File: src/rtl/trap_pkg.sv
// rtl/trap_pkg.sv - shared CR field indices, FSM encoding and CR rewrite helpers for trap_ctrl
package trap_pkg;

  localparam int CR_IE   = 0;
  localparam int CR_PIE  = 1;
  localparam int CR_MODE = 2;

  localparam logic [7:0] CAUSE_TRAP_BASE = 8'h20;

  typedef enum logic [1:0] {
    IDLE   = 2'd0,
    ENTER  = 2'd1,
    SETTLE = 2'd2,
    EXIT   = 2'd3
  } state_t;

  function automatic logic [15:0] cr_enter(input logic [15:0] cr);
    logic [15:0] r;
    r          = cr;
    r[CR_PIE]  = cr[CR_IE];
    r[CR_IE]   = 1'b0;
    r[CR_MODE] = 1'b1;
    return r;
  endfunction

  // Return restores IE from PIE and consumes PIE, so a nested entry starts clean.
  function automatic logic [15:0] cr_exit(input logic [15:0] cr);
    logic [15:0] r;
    r          = cr;
    r[CR_IE]   = cr[CR_PIE];
    r[CR_PIE]  = 1'b0;
    r[CR_MODE] = 1'b0;
    return r;
  endfunction

endpackage

File: src/rtl/trap_prio_enc.sv
// rtl/trap_prio_enc.sv - lowest-index-wins priority encoder for up to 8 request lines
module trap_prio_enc #(
  parameter int N = 4
) (
  input  logic [N-1:0] req,
  output logic         valid,
  output logic [2:0]   idx
);

  always_comb begin
    idx = 3'd0;
    for (int i = N - 1; i >= 0; i--) begin
      if (req[i]) idx = 3'(i);
    end
  end

  assign valid = |req;

endmodule

File: src/rtl/trap_ctrl.sv
// rtl/trap_ctrl.sv - user/supervisor bank sequencer for traps, irqs and return-from-trap
// Optional: TRAP_CTRL_IRQ_EDGE_EN latches irq rising edges until acknowledged.
module trap_ctrl
  import trap_pkg::*;
#(
  parameter int          IRQ_N          = 4,
  parameter logic [7:0]  CAUSE_IRQ_BASE = 8'h10,
  parameter logic [15:0] CR_INIT        = 16'h0000
) (
  input  logic             clk,
  input  logic             reset,
  input  logic [IRQ_N-1:0] irq,
  input  logic             trap_req,
  input  logic [3:0]       trap_code,
  input  logic             reti,
  input  logic             instr_done,
  input  logic [15:0]      cr_rd,
  output logic [15:0]      cr_wr,
  output logic [15:0]      sr1_wr,
  output logic             bank,
  output logic             stall,
  output logic [IRQ_N-1:0] irq_ack,
  output logic             dbl_fault
);

  state_t           state, next_state;
  logic [IRQ_N-1:0] irq_src;
  logic             irq_valid;
  logic [2:0]       irq_idx;
  logic [7:0]       cause_q, next_cause;
  logic [2:0]       idx_q;
  logic             is_irq_q, take_irq, set_dbl, ack_en;

`ifdef TRAP_CTRL_IRQ_EDGE_EN
  logic [IRQ_N-1:0] irq_q, pend;

  always_ff @(posedge clk) begin
    if (reset) begin
      irq_q <= '0;
      pend  <= '0;
    end else begin
      irq_q <= irq;
      pend  <= (pend & ~irq_ack) | (irq & ~irq_q);
    end
  end

  assign irq_src = pend;
`else
  assign irq_src = irq;
`endif

  trap_prio_enc #(.N(IRQ_N)) u_prio (
    .req   (irq_src),
    .valid (irq_valid),
    .idx   (irq_idx)
  );

  always_ff @(posedge clk) begin
    if (reset) begin
      state     <= IDLE;
      bank      <= 1'b0;
      cause_q   <= 8'h00;
      idx_q     <= 3'd0;
      is_irq_q  <= 1'b0;
      dbl_fault <= 1'b0;
    end else begin
      state <= next_state;
      if (state == IDLE && next_state == ENTER) begin
        cause_q  <= next_cause;
        idx_q    <= irq_idx;
        is_irq_q <= take_irq;
        bank     <= 1'b1;
      end
      if (state == EXIT) bank <= 1'b0;
      if (set_dbl) dbl_fault <= 1'b1;
    end
  end

  always_comb begin
    next_state = state;
    next_cause = cause_q;
    take_irq   = 1'b0;
    set_dbl    = 1'b0;
    stall      = 1'b0;
    sr1_wr     = 16'h0000;
    cr_wr      = cr_rd;
    ack_en     = 1'b0;
    case (state)
      IDLE: begin
        if (instr_done) begin
          if (reti && bank) begin
            next_state = EXIT;
          end else if (trap_req) begin
            if (bank) begin
              set_dbl = 1'b1;
            end else begin
              next_state = ENTER;
              next_cause = CAUSE_TRAP_BASE | {4'h0, trap_code};
            end
          end else if (irq_valid && cr_rd[CR_IE] && !bank) begin
            next_state = ENTER;
            take_irq   = 1'b1;
            next_cause = CAUSE_IRQ_BASE + {5'd0, irq_idx};
          end
        end
      end
      ENTER: begin
        next_state = SETTLE;
        stall      = 1'b1;
        sr1_wr     = {8'h00, cause_q};
        cr_wr      = cr_enter(cr_rd);
        ack_en     = is_irq_q;
      end
      SETTLE: begin
        next_state = IDLE;
        stall      = 1'b1;
      end
      EXIT: begin
        next_state = IDLE;
        stall      = 1'b1;
        cr_wr      = cr_exit(cr_rd);
      end
      default: next_state = IDLE;
    endcase
    if (reset) begin
      stall  = 1'b0;
      sr1_wr = 16'h0000;
      cr_wr  = CR_INIT;
      ack_en = 1'b0;
    end
  end

  always_comb begin
    irq_ack = '0;
    for (int i = 0; i < IRQ_N; i++) begin
      irq_ack[i] = ack_en && (idx_q == 3'(i));
    end
  end

endmodule

File: config.mk
export PLATFORM = sky130hd
export DESIGN_NAME = trap_ctrl
export DESIGN_NICKNAME = d
export VERILOG_FILES = /design/src/rtl/trap_pkg.sv /design/src/rtl/trap_prio_enc.sv /design/src/rtl/trap_ctrl.sv
export SDC_FILE = /design/constraint.sdc
export NUM_CORES = 1
export LEC_CHECK = 0
export CAP_MARGIN = 5
export CORE_UTILIZATION = 36
export DETAILED_ROUTE_END_ITERATION = 8
export PLACE_DENSITY = 0.91
export SYNTH_ARGS = -nofsm -noshare
export SYNTH_HDL_FRONTEND = slang
export SYNTH_SLANG_ARGS = --single-unit
File: constraint.sdc
create_clock -name clk -period 2.8 [get_ports clk]
set_input_delay 0.28 -clock clk [delete_from_list [all_inputs] [get_ports clk]]
set_output_delay 0.28 -clock clk [all_outputs]
set_load 0.01 [all_outputs]
==> results.md, run 1 <==
- Total GRT Usage: between 20% and 30%
- Yosys reg bits: 13
- Mapped Avg Cell Area: 7.67 sq um
- Die H: approximately 53 um
- DP Area: 1450 sq um
- GP Congestion: ~0.74
- FP Rows: 17
- CTS tree: done
- Switch Pwr: about 0.16 mW
- GR Overflow Total: 0
- Final #Nets: 205
- Fin crit period: 2.38 ns
- Area growth, synth to finish: 60.6%
- Final worst-path cycle share: ~85%
- Max Clock Skew: about 0.0025 ns
- Routed Antenna Nets: 0
- Reg-to-Reg End: cause_q[0]
- Worst Path Max Fanout: 10
- Ant diodes: 0
- Final hold violations: 0
- Vias in the first global route: just under 1,000
- Drt drc: 0
- # setup viols final: 0
- Number of antenna violations at the first check in global routing: 0
- Post-synth cell types: 33
- Port Buffer Count: 57
- Ys Warns: 0
- Mapped Area: 921 sq um
- Pwr Density: about 340 nW/um^2
- Share of layout cells above drive strength 1: 5.71%
- VDD IR max: between 0.2 and 0.25 mV
- Die ar.: roughly 2800 sq um
- Final wirelength: 2710 um
- Worst-path clk slew: 0.08 ns
- Data arrival, critical path: 2.10 ns
- Status: complete, no violations
- Via/cell ratio: between 5 and 6
- Sequential fraction of the synthesis area: 28.3%
- RR Startpoint: state[0]
- Vias: 1,033
- Post-CTS Setup Inserts: 0
- Root Driver: clkbuf_4
- Worst Hold Class: reg2reg
- DR pass1 iterations: 4
- Hold path startpoint: cause_q[4]
- Initial core utilization: 39.7%
- Max-cap violations: 0
- Number of gates resized after cts: 0
- WL per Instance: 13.3 um
- DRT iter0 DRCs: 27
- Worst skew pair latency: approximately 0.29 ns
- Global-route wire length before repair: 4330 um
- Hold EP: cause_q[4]
- RSZ-0062 raised after global routing: false
- Ports: 68
- Core Area: 2320 sq um
- Die X: 52.6 um
- Hold buffers post-CTS: 0
- CP required: 2.52 ns
- R2r setup slk: 1.20 ns
- Hold Path Depth: 2
- Hold slack: 0.468 ns
- Clk sinks: 13
- Worst setup EP type: primary output
- Sequential power share: about two fifths
- Fmax: 420 MHz
- Clock Power Share: ~25%
- WS Path Type: reg2out
- Cells on worst reg2reg path: 4
- Worst Setup Start Kind: flop
- Clock H-tree levels: 1
- Final instance area: 1480 sq um
- Setup TNS: 0 ns
- Largest net degree at the start of global routing: 31
- Gate power share: 33.5%
- Buffer levels on the longest clock path: 2
- CTS Buf Count: 3
- Net switching fraction of the power: between 30% and 40%
- Slew Limit Fails: 0
- Post-DP HPWL: 2080 um
- LEAKAGE: 0.554 nW
- Mapped Cells: 120
- Internal power: around 0.34 mW
-- sequential cells by signal, indices dropped and copies added (netlist names) --
register and cells:
state 2, is_irq_q 1, dbl_fault 1, idx_q 2
bank 1, cause_q 6
-- through the flow --
stage	instances	total power, mW	setup WS, ns	utilization (%)
final	203	0.501	0.419	63.8
after global routing	203	0.527	0.311	63.8
after CTS	203	0.498	0.504	63.8
after detailed placement	199	0.380	0.587	62.7
after global placement	199	0.372	0.674	62.7
after floorplan	129	0.304	1.24	-
-- worst max path at each step --
stage,start,endpoint,slack (ns),cells past startpoint
after CTS,state[0],irq_ack[2],0.50,4
final,state[0],irq_ack[2],0.42,4
after global routing,state[0],irq_ack[2],0.31,4
after global placement,reset,irq_ack[2],0.67,6
after floorplan,state[0],irq_ack[0],1.24,5
after detailed placement,reset,irq_ack[2],0.59,6
-- power by group through the flow --
stage	Clock [mW]	Combinational, mW	Sequential (mW)
after floorplan	0	0.0945	0.210
after global placement	0	0.160	0.213
after detailed placement	0	0.166	0.214
after CTS	0.122	0.167	0.209
after global routing	0.135	0.181	0.212
final	0.123	0.168	0.210
-- cell usage after synthesis, drive strengths merged --
library cell / instances / area [sq um]
dfxtp: 13 / 260
nor2b: 13 / 81.3
buf: 12 / 93.8
a21oi: 9 / 45.0
nor2: 9 / 36.3
inv: 8 / 30.0
nand3: 8 / 40.0
and2: 7 / 43.8
clkbuf: 5 / 28.8
o21ai: 5 / 25.0
nor3: 4 / 20.0
mux2i: 3 / 30.0
nand2b: 3 / 18.8
a221oi: 2 / 17.5
a31oi: 2 / 27.5
and3: 2 / 12.5
nand2: 2 / 7.51
nor4: 2 / 12.5
a2111oi: 1 / 8.76
a211oi: 1 / 7.51
a22oi: 1 / 7.51
a31o: 1 / 8.76
a41oi: 1 / 8.76
conb: 1 / 3.75
nand4: 1 / 6.26
nor3b: 1 / 12.5
o21a: 1 / 7.51
o31ai: 1 / 7.51
or4: 1 / 11.3
-- layer usage --
metal  share of wire (%)  vias up  track usage (%)
li1                    -      507                -
met1                  39      470             22.7
met2                  52       49             39.0
met3                 6.1        7             2.90
met4                 2.4        0             11.8
met5                   0        -                0
-- placed cells by master, fill, tap and decap left out, drive strengths merged, types with 2 or more instances in the layout --
cell type,n
clkdlybuf4s50,57
nor2b,13
dfxtp,13
conb,10
a21oi,9
nor2,9
inv,8
nand3,8
and2,7
o21ai,5
nor3,4
clkbuf,4
mux2i,3
nand2b,3
and3,2
nand2,2
nor4,2
a221oi,2
buf,2
a31oi,2
-- worst max-delay path, cell delays in order, from the launching register on --
cell	delay, ns
dfxtp_1	0.52
and3_1	0.35
nand2_1	0.11
nor3_1	0.24
clkdlybuf4s50_1	0.59
-- cell families after synthesis --
kind of cell           Yosys count  share of synthesized area (%)
AO/OA/AOI/OAI                   25                           18.6
buffers and inverters           25                           16.6
flip-flops                      13                           28.3
multiplexers                     3                           3.26
other                            1                          0.407
AND/OR/NAND/NOR                 53                           32.9
-- layout make-up --
type                    count  area, sq um
clock buffers               4         26.3
fillers                   189          840
inverters                   8         30.0
multi-input cells          91          542
flip-flops and latches     13          260
well taps                  28         35.0
repair buffers             59          586
No activity file was read; power rests on OpenSTA's default activity.
==> inputs of run 2 (changes only) <==
- CORE_UTILIZATION: 36 -> 34
- PLACE_DENSITY: 0.91 -> 0.87
- SKIP_LAST_GASP: unset -> 1
- clock period: 2.8 -> 2.5 ns (I/O delays scaled with it)
==> run 2 against run 1 <==
- clock power up 9%
- power rose by 10%
- critical path depth stayed put
- wire length decreased by 12%
- setup slack lost 0.15 ns
- via count down 2.9%
- sequential share of layout area is essentially flat
- cell count is 0.99% higher
- cell area rose by 0.17%
- count of clock-buffer cells in the layout stayed put
- flip-flop and latch count unchanged
- die area rose by 5.7%
==> results.md, run 2 (synthesis results as in run 1) <==
- Largest registers: cause_q: 6 flops, idx_q: 2 flops, state: 2 flops
- Max-cap violations: 0 (unchanged)
- GR Util met3: 3.39% (+0.49 points)
- Ant diodes: 0 (unchanged)
- Dpl ws: 0.393 ns (-0.194 ns)
- Seq. cell area: 260 sq um (unchanged)
- WL per Instance: 11.6 um (-13%)
- Root Driver: clkbuf_4
- CTS Buf Count: 3 (unchanged)
- LEAKAGE: 0.554 nW (unchanged)
- M2 GR Usage: 30.5% (-8.6 points)
- Number of antenna violations at the first check in global routing: 0 (unchanged)
- RSZ-0062 raised after global routing: false
- Hold buffers post-CTS: 0 (unchanged)
- Die X: 54.0 um (+2.8%)
- Sequential power share: 42.4% (+0.5 points)
- Final wirelength: 2380 um (-12%)
- Final hold violations: 0 (unchanged)
- Multi-input gate area: 542 sq um (unchanged)
- Setup TNS: 0 ns (unchanged)
- Fin crit period: 2.23 ns
- CP required: 2.25 ns (-0.27 ns)
- Setup ws final: 0.270 ns (-0.149 ns)
- VDD IR max: 0.215 mV (+6.2%)
- Max Clock Skew: 0.00331 ns (+0.000806 ns)
- Vias: 1,003 (-2.9%)
- Core Area: 2520 sq um (+8.8%)
- Clk sinks: 13 (unchanged)
- Slew Limit Fails: 0 (unchanged)
- Crit path largest cell delay: 0.56 ns (-0.03 ns)
- Internal power: 0.386 mW (+12%)
- CP Cell Sequence: and3_1, nand2_1, nor3_1, clkdlybuf4s50_1
- # setup viols final: 0 (unchanged)
- Worst skew pair latency: 0.28 ns (about the same)
- Worst Setup Start Kind: flop
- Final #Nets: 205 (unchanged)
- Clock H-tree levels: 1 (unchanged)
- Die ar.: 2920 sq um (+5.7%)
- Largest net degree at the start of global routing: 31 (unchanged)
- Pwr Density: 373 nW/um^2 (+10%)
- Worst-path clk slew: 0.08 ns (about the same)
- Total GRT Usage: 17.3% (-3.8 points)
- Worst Hold Class: reg2reg
- Post-DP HPWL: 1880 um (-9.5%)
- Ports: 68 (unchanged)
- DR pass1 iterations: 4 (unchanged)
- Clock Power Share: 24.3% (-0.3 points)
- GR Overflow Total: 0 (unchanged)
- Port Buffer Count: 57 (unchanged)
- Final worst-path cycle share: 89.2%
- Gate power share: 33.3% (-0.2 points)
- Initial core utilization: 36.5% (-3.2 points)
- Fill count: 230 (+22%)
- Net switching fraction of the power: 30.2% (-1.1 points)
- Vias in the first global route: 886 (-11%)
- Switch Pwr: 0.167 mW (+6.4%)
- Area growth, synth to finish: 60.9%
- Via/cell ratio: 4.89 (-3.9%)
- Data arrival, critical path: 1.98 ns (-0.12 ns)
- FP Rows: 18 (+1)
- Buffer levels on the longest clock path: 2 (unchanged)
- Worst Path Max Fanout: 10 (unchanged)
- Number of gates resized after cts: 0 (unchanged)
- Fmax: 448 MHz
- Most common cell after layout, fill and taps aside: clkdlybuf4s50_1
- Commonest non-fill, non-tap cells in the layout: clkdlybuf4s50_1 (57), nor2b_1 (13), dfxtp_1 (13)
- Post-CTS Setup Inserts: 0 (unchanged)
- Critical-path top delay cell: clkdlybuf4s50_1
- Worst setup EP type: primary output
- DRT iter0 DRCs: 21 (-22%)
- Routed Antenna Nets: 0 (unchanged)
- Drt drc: 0 (unchanged)
- Reg with most FFs: cause_q
- GP Congestion: 0.747 (+1.6%)
- CTS tree: done
- Status: complete, no violations
- Max reg flops: 6 (unchanged)
- M1 GR Usage: 20.1% (-2.6 points)
- Share of layout cells above drive strength 1: 5.71% (unchanged)
- Die H: 54.0 um (+2.8%)
- Global-route wire length before repair: 3660 um (-15%)
- Most Crowded Layer GR: met2
- WS Path Type: reg2out
## run 2: power by group through the flow
| stage | Combinational, mW | Sequential (mW) | Clock [mW] |
|---|---|---|---|
| 2_1_floorplan | 0.106 | 0.235 | 0 |
| 3_3_place_gp | 0.180 | 0.238 | 0 |
| 3_5_place_dp | 0.184 | 0.239 | 0 |
| 4_1_cts | 0.185 | 0.234 | 0.134 |
| 5_1_grt | 0.200 | 0.236 | 0.147 |
| 6_report | 0.184 | 0.234 | 0.134 |
## run 2: worst paths after layout
path	startpoint	end	slack [ns]	cells past startpoint
hold / removal	cause_q[4]	cause_q[4]	0.48	2
hold reg to reg	cause_q[4]	cause_q[4]	0.48	2
setup reg to reg	state[0]	cause_q[1]	0.96	4
setup / recovery	state[0]	irq_ack[2]	0.27	4
## run 2: per-stage QoR
step                      instances  instance area [sq um]  total power [mW]  utilization [%]  hold WS [ns]
after global placement          201                   1460             0.418             57.7         0.451
after floorplan                 129                    955             0.341                -         0.414
after CTS                       205                   1480             0.553             58.7         0.480
after global routing            205                   1480             0.583             58.7         0.497
after detailed placement        201                   1460             0.423             57.7         0.466
final                           205                   1480             0.553             58.7         0.475
## run 2: critical path: cells and delay by family (launching register included)
family,cells,cell delay [ns]
flip-flops,1,0.52
buffers and inverters,1,0.56
AND/OR/NAND/NOR,3,0.61
## run 2: layout make-up
type | count | share of cell area [%]
inverter | 8 | 2.03
sequential | 13 | 17.6
multi-input combinational | 91 | 36.6
timing repair buffer | 59 | 39.5
tap | 30 | 2.53
clock buffer | 4 | 1.77
## run 2: layer usage
| layer | vias to the layer above | share of wire (%) |
|---|---|---|
| li1 | 501 | - |
| met1 | 454 | 39 |
| met2 | 45 | 53 |
| met3 | 3 | 6.9 |
| met4 | 0 | 1.1 |
| met5 | - | 0 |
